## src/rtl/rat_pipe_pkg.sv

```systemverilog
// rtl/rat_pipe_pkg.sv - shared RAT pipeline constants and fetch state type
package rat_pipe_pkg;
  localparam int ADDR_W = 10;
  localparam int INSTR_W = 18;
  localparam logic [INSTR_W-1:0] NOP_INSTR = 18'h00000;
  localparam logic [ADDR_W-1:0] INTR_VEC = 10'h3FF;

  typedef enum logic {PRIME, RUN} fetch_state_t;
endpackage

```

## src/rtl/fetch_skid.sv

```systemverilog
// rtl/fetch_skid.sv - one-entry capture buffer holding a fetched word across a stall
module fetch_skid #(
  parameter int W = 28
) (
  input  logic         clk,
  input  logic         rst,
  input  logic         cap,
  input  logic         clr,
  input  logic [W-1:0] d,
  output logic [W-1:0] q,
  output logic         v
);

  logic         r_v;
  logic [W-1:0] r_q;

  // clr beats cap so a squash or advance never leaves a stale word behind
  always_ff @(posedge clk) begin
    if (!rst || clr) begin
      r_v <= 1'b0;
      r_q <= '0;
    end else if (cap) begin
      r_v <= 1'b1;
      r_q <= d;
    end
  end

  assign q = r_q;
  assign v = r_v;

endmodule

```

## src/rtl/fetch_unit.sv

```systemverilog
// rtl/fetch_unit.sv - PC generation, ROM drive and IF/ID producer with stall/redirect/interrupt
module fetch_unit #(
  parameter int ADDR_W = rat_pipe_pkg::ADDR_W,
  parameter int INSTR_W = rat_pipe_pkg::INSTR_W,
  parameter logic [ADDR_W-1:0] RESET_PC = '0,
  parameter logic [ADDR_W-1:0] INTR_VEC = rat_pipe_pkg::INTR_VEC,
  parameter logic [INSTR_W-1:0] NOP_INSTR = rat_pipe_pkg::NOP_INSTR
) (
  input  logic               clk,
  input  logic               rst,
  input  logic               stall,
  input  logic               redirect,
  input  logic [ADDR_W-1:0]  redirect_pc,
  input  logic               intr,
  output logic [ADDR_W-1:0]  rom_addr,
  input  logic [INSTR_W-1:0] rom_data,
  output logic [INSTR_W-1:0] instr,
  output logic [ADDR_W-1:0]  addr,
  output logic               valid,
  output logic               intr_ack,
  output logic [ADDR_W-1:0]  intr_ret_pc
);
  import rat_pipe_pkg::*;

  fetch_state_t        r_st;
  logic [ADDR_W-1:0]   r_pc_q;
  logic [ADDR_W-1:0]   r_f_pc_q;

  logic                w_run;
  logic                w_take_intr;
  logic                w_squash;
  logic                w_cap;
  logic                w_clr;
  logic                w_hold_v;
  logic [INSTR_W-1:0]  w_hold_instr;
  logic [ADDR_W-1:0]   w_hold_addr;
  logic                w_cur_valid;
  logic [INSTR_W-1:0]  w_cur_instr;
  logic [ADDR_W-1:0]   w_cur_addr;

  assign w_run       = (r_st == RUN);
  assign w_take_intr = !redirect && intr && !stall && w_run;
  assign w_squash    = redirect || w_take_intr;

  // Capture only the first stalled RUN cycle; later stall cycles keep the held word
  assign w_cap = !redirect && stall && !w_hold_v && w_run;
  assign w_clr = redirect || !stall;

  fetch_skid #(
    .W(ADDR_W + INSTR_W)
  ) u_skid (
    .clk (clk),
    .rst (rst),
    .cap (w_cap),
    .clr (w_clr),
    .d   ({r_f_pc_q, rom_data}),
    .q   ({w_hold_addr, w_hold_instr}),
    .v   (w_hold_v)
  );

  always_ff @(posedge clk) begin
    if (!rst) begin
      r_pc_q   <= RESET_PC;
      r_f_pc_q <= RESET_PC;
      r_st     <= PRIME;
    end else if (redirect) begin
      r_pc_q <= redirect_pc;
      r_st   <= PRIME;
    end else if (w_take_intr) begin
      r_pc_q <= INTR_VEC;
      r_st   <= PRIME;
    end else if (!stall) begin
      r_f_pc_q <= r_pc_q;
      r_pc_q   <= r_pc_q + ADDR_W'(1);
      r_st     <= RUN;
    end
  end

  // The held word takes precedence so a stall release costs no bubble
  assign w_cur_valid = w_hold_v || w_run;
  assign w_cur_instr = w_hold_v ? w_hold_instr : rom_data;
  assign w_cur_addr  = w_hold_v ? w_hold_addr  : r_f_pc_q;

  assign rom_addr    = r_pc_q;
  assign valid       = w_cur_valid && !w_squash;
  assign instr       = valid ? w_cur_instr : NOP_INSTR;
  assign addr        = valid ? w_cur_addr  : r_f_pc_q;
  assign intr_ack    = w_take_intr;
  assign intr_ret_pc = w_take_intr ? w_cur_addr : '0;

endmodule

```

## config.mk

```make
export PLATFORM = sky130hd
export DESIGN_NAME = fetch_unit
export DESIGN_NICKNAME = d
export VERILOG_FILES = /design/src/rtl/rat_pipe_pkg.sv /design/src/rtl/fetch_skid.sv /design/src/rtl/fetch_unit.sv
export SDC_FILE = /design/constraint.sdc
export NUM_CORES = 1
export LEC_CHECK = 0
export CORE_ASPECT_RATIO = 0.9
export CORE_UTILIZATION = 33
export CTS_CLUSTER_SIZE = 28
export DETAILED_ROUTE_END_ITERATION = 6
export PLACE_DENSITY = 0.7
export RECOVER_POWER = 25
export SYNTH_ARGS = -nofsm -noshare
export SYNTH_HDL_FRONTEND = slang
export SYNTH_HIERARCHICAL = 1
export SYNTH_SLANG_ARGS = --single-unit
```

## constraint.sdc

```tcl
create_clock -name clk -period 5.4 [get_ports clk]
set_clock_uncertainty 0.2 [all_clocks]
set_input_delay 0.54 -clock clk [delete_from_list [all_inputs] [get_ports clk]]
set_output_delay 0.54 -clock clk [all_outputs]
set_load 0.05 [all_outputs]
```

* Word level (Yosys, flattened, before mapping)
Index checks and enable logic that the tools add are counted.
** Word-level totals
- Register bits after elaboration :: 50
- Output and inout port bits :: 50
- Bits of input ports :: 33
- Logic and storage cells :: 37
** Operators by class
- Bitwise gates (word level) :: 4
- Add/sub/neg operators :: 1
- Multiplexer cells :: 8
- Eq/ne operators :: 1
- Reduce and logical (&&, ||, !) cells :: 18
** Operator list (number)
- two-way mux 10 bit :: 6
- two-way mux 18 bit :: 2
- adder 10 x 1 -> 10 bit (second input constant) :: 1
- logical AND 1 bit :: 7
- logical NOT 1 bit :: 5
- logical OR 1 bit :: 4
- NOT 1 bit :: 4
- inequality test 3 x 1 -> 1 bit (second input constant) :: 1
- AND reduction 3 bit :: 1
- OR reduction 3 bit :: 1

* Longest topological paths before layout
- Word-level depth :: 8
- Depth in mapped cells :: 8
- Mapped depth without buffers :: 5

* By module
The synthesis kept the hierarchy.
** By module, submodules not included
- fetch_unit :: sequential area each 420.4 um^2, area each 1572.8 um^2, cells each 209, times used 1
- fetch_skid :: sequential area each 580.6 um^2, area each 1027.2 um^2, cells each 94, times used 1

* Worst setup path after synthesis
OpenSTA, ideal clock, no wires.
- Path kind :: input to output
- Start point :: input port stall
- End point :: output port instr[10]
- Arrival :: 2.020 ns
- Slack :: 2.640 ns
- Stages on the path :: 5
- Data required time :: 4.660 ns
- Buffers on the path :: 2
- Cell sequence :: buf_2 -> nand3b_1 -> o211ai_1 -> buf_2 -> nor2_1
** On the way
- Longest elaborated chain between the ends :: 7
** RTL lines
- start, declared :: RTL line fetch_unit.sv:11 : input logic stall,
- logical NOT 1 bit
- logical AND 1 bit (2 in series) :: RTL line fetch_unit.sv:42 : assign w_take_intr = !redirect && intr && !stall && w_run;
- logical OR 1 bit :: RTL line fetch_unit.sv:43 : assign w_squash = redirect || w_take_intr;
- logical NOT 1 bit :: RTL line fetch_unit.sv:85 : assign valid = w_cur_valid && !w_squash;
- logical AND 1 bit :: RTL line fetch_unit.sv:85
- two-way mux 18 bit :: RTL line fetch_unit.sv:86 : assign instr = valid ? w_cur_instr : NOP_INSTR;
- end, declared :: RTL line fetch_unit.sv:17 : output logic [INSTR_W-1:0] instr,
No other way between the ends.

* Worst setup path in the final report
- Start point :: input port redirect
- End point :: output port addr[7]
** On the way
- Longest elaborated chain between the ends :: 8
** RTL lines
- start, declared :: RTL line fetch_unit.sv:12 : input logic redirect,
- logical NOT 1 bit :: RTL line fetch_unit.sv:42
- logical AND 1 bit (3 in series) :: RTL line fetch_unit.sv:42
- logical OR 1 bit * :: RTL line fetch_unit.sv:43
- logical NOT 1 bit * :: RTL line fetch_unit.sv:85
- logical AND 1 bit * :: RTL line fetch_unit.sv:85
- two-way mux 10 bit * :: RTL line fetch_unit.sv:87 : assign addr = valid ? w_cur_addr : r_f_pc_q;
- end, declared :: RTL line fetch_unit.sv:18 : output logic [ADDR_W-1:0] addr,
Mark *: on every way between the ends. The rest lies on a longest branch, timed or not.

==> implementation parameters <==
Parameter                              Value

Run status
  Run status    completed

Global route
  Largest net degree at the start of global routing    32
  Remaining Overflow, GRT    0
  Wire length of the first global-routing pass    10820 µm
  Vias in the first global route    2273
  All-Layer GR Usage    0.1684
  Number of antenna violations at the first check in global routing    0

Clocking
  Clock-pin slew on the worst setup and hold paths    90 ps
  Clock buffers created by TritonCTS    5
  Post-CTS sizing    0
  Number of levels in the clock H-tree    2
  Later-pin clock latency in the skew report    300 ps
  Sink Count    50
  Deepest clock path buffer count    2
  Setup bufs post-CTS    0
  Cell at the root of the clock tree    sky130_fd_sc_hd__clkbuf_8
  TritonCTS clock tree    done
  Number of buffers added to fix hold violations after cts    0

Finish
  Commonest cells after routing, fill and taps aside    sky130_fd_sc_hd__clkdlybuf4s50_1, sky130_fd_sc_hd__nor2_1, sky130_fd_sc_hd__mux2i_1
  Post-synthesis to final-layout area growth    38.45%
  Final cell area excluding filler cells    3600 µm²
  Most common library cell in the layout ignoring fill and taps    sky130_fd_sc_hd__clkdlybuf4s50_1
  Share of final-layout standard cells stronger than drive strength 1    0.06915
  Layout Nets    409
  Antenna Diode Count    0
  Final core area utilization    0.4748
  Non-Filler Instances    472

Synthesis
  Primary FF master, synth    sky130_fd_sc_hd__dfxtp_1
  Synth top area cells    sky130_fd_sc_hd__dfxtp_1, sky130_fd_sc_hd__mux2i_1, sky130_fd_sc_hd__nor2_1, sky130_fd_sc_hd__mux2_2, sky130_fd_sc_hd__nand2_1
  Flip-flop and latch count after synthesis    50
  Synthesis warning total    6
  Mapped Cells    303
  Sequential-to-total area share from yosys stat    0.3850
  Syn Std Cell Area    2600 µm²
  Ys async rst share    0
  EDFF count, synth    0
  Synthesized net count    337
  Library cell with the largest summed area after synthesis    sky130_fd_sc_hd__dfxtp_1
  Post-synth top area share    0.3850
  Number of unique standard cell types used by synthesis    41
  Per-instance average area after synthesis    8.581 µm²

Die
  Die area    8238 µm²
  Area of the core region    7582 µm²
  Chip height    86.21 µm
  Cell Rows    30
  Ports placed on the boundary    83
  Die width    95.57 µm
  Initial Utilization    0.3429

STA
  # setup viols final    0
  Remaining max-slew budget at the tightest pin    0.2286
  Setup TNS    0 ps
  Setup repair after global routing missed its margin    false
  Least-Margin Pin Slew    1157 ps
  Final worst path period share    0.7405
  Final Critical Period    3999 ps
  Count of pins over their slew limit    0
  Hold Violations, Final    0
  Highest clock rate    250.1 MHz

Hold path
  HP Class    reg2reg
  HP Start    r_f_pc_q[7]
  Worst Hold Depth    2
  Hold-critical path endpoint    r_f_pc_q[7]

Setup path
  Top fanout value on the critical path    15
  Critical Path AT    3260 ps
  Endpoint of the worst register-to-register path    u_skid/q[15]
  CP Data Required Time    4660 ps
  Reg-to-reg setup timing slack    3420 ps
  Kind of critical path    in2out
  Worst R2R Start    u_skid/v
  CP endpoint kind    output port
  Startpoint type of the worst setup path    input port
  Worst Reg-to-Reg Cells    5

Pwr
  Total power density per cell area    233.6 nW/µm²
  Leakage dissipation    0.001156 µW
  IR drop worst, VDD    193.2 µV

Routing
  Wire per inst    14.25 µm
  1st-pass router iterations    4
  Drt total wl    6724 µm
  Mean number of vias per cell    5.055
  Number of nets with antenna violations after routing    0
  Violation count after the first detailed-routing iteration    110
  Remaining DRCs    0
  Vias post-DR    2386

Place
  IO buf count    82
  Post-DP HPWL    4736 µm
  Final weighted congestion in routability-driven placement    0.8927
  Placed Instances    464
  Area post-placement    3462 µm²

Run
  Number of max-cap violations    0
-- stage by stage --
stage | power [µW] | worst slack, ps | hold WS (ps)
floorplan | 476.8 | 2640 | 232.6
global route | 873.7 | 1231 | 311.4
CTS | 846.4 | 1447 | 294.1
detailed placement | 534.2 | 1466 | 280.6
global placement | 533.0 | 1534 | 273.0
finish | 840.7 | 1401 | 290.7
-- critical path, stage by stage --
cell and delay, ps:
sky130_fd_sc_hd__dlygate4sd3_1 880, sky130_fd_sc_hd__clkinv_1 400, sky130_fd_sc_hd__nand3_2 330, sky130_fd_sc_hd__mux2_2 390, sky130_fd_sc_hd__clkdlybuf4s50_1 710
-- sequential cells by signal (all words and copies together), names as in the netlist --
signal    count
rom_addr     10
u_skid/v      1
r_f_pc_q     10
r_st          1
u_skid/q     28
-- per-layer routing --
layer  vias to the layer above  part of all wire  global-route usage
li1                       1193                 -                   -
met1                      1117              0.45              0.2132
met2                        74              0.49              0.2935
met3                         2             0.052             0.03246
met4                         0            0.0061             0.04071
met5                         -                 0                   0
-- how the worst max path moves through the flow --
stage,from,depth (start not counted),to
after floorplan,stall,5,instr[10]
after CTS,redirect,5,intr_ret_pc[9]
after detailed placement,redirect,5,intr_ret_pc[9]
after global routing,redirect,5,intr_ret_pc[9]
after global placement,redirect,5,addr[7]
final,redirect,5,addr[7]
-- cells by family (layout without fill, tap and decap cells) --
kind of cell / count (synthesis) / in the layout / share of synthesized area
multiplexers: 66 / 66 / 0.2589
AND/OR/NAND/NOR: 122 / 122 / 0.2084
XOR/XNOR: 1 / 1 / 0.003369
adder cells (fa/ha/maj): 1 / 1 / 0.004812
buffers and inverters: 25 / 98 / 0.04860
AO/OA/AOI/OAI: 38 / 38 / 0.09095
flip-flops: 50 / 50 / 0.3850
-- power breakdown --
group / internal (µW) / total [µW] / switching, µW
Combinational: 55.0 / 133 / 78.1
Clock: 186 / 317 / 131
Sequential: 377 / 391 / 13.9
Total: 617 / 841 / 223
-- area by class of cell --
type	instances	area, µm²
Clock inverter	3	68.82
Clock buffer	5	68.82
Fill cell	750	3983
Timing Repair Buffer	85	843.3
Inverter	5	18.77
Tap cell	96	120.1
Sequential cell	50	1002
Multi-Input combinational cell	228	1478
-- cell usage after synthesis, drive strengths merged (2+ instances only) --
library cell / n
nand4: 2
a21oi: 19
nor3b: 4
inv: 4
mux2i: 56
nand3: 7
o31ai: 2
buf: 11
o21ai: 4
a211oi: 2
nand2: 30
mux2: 10
dfxtp: 50
nor3: 5
nor2: 66
o211ai: 2
nor2b: 2
clkbuf: 9
(Power assumes the default switching activity.)
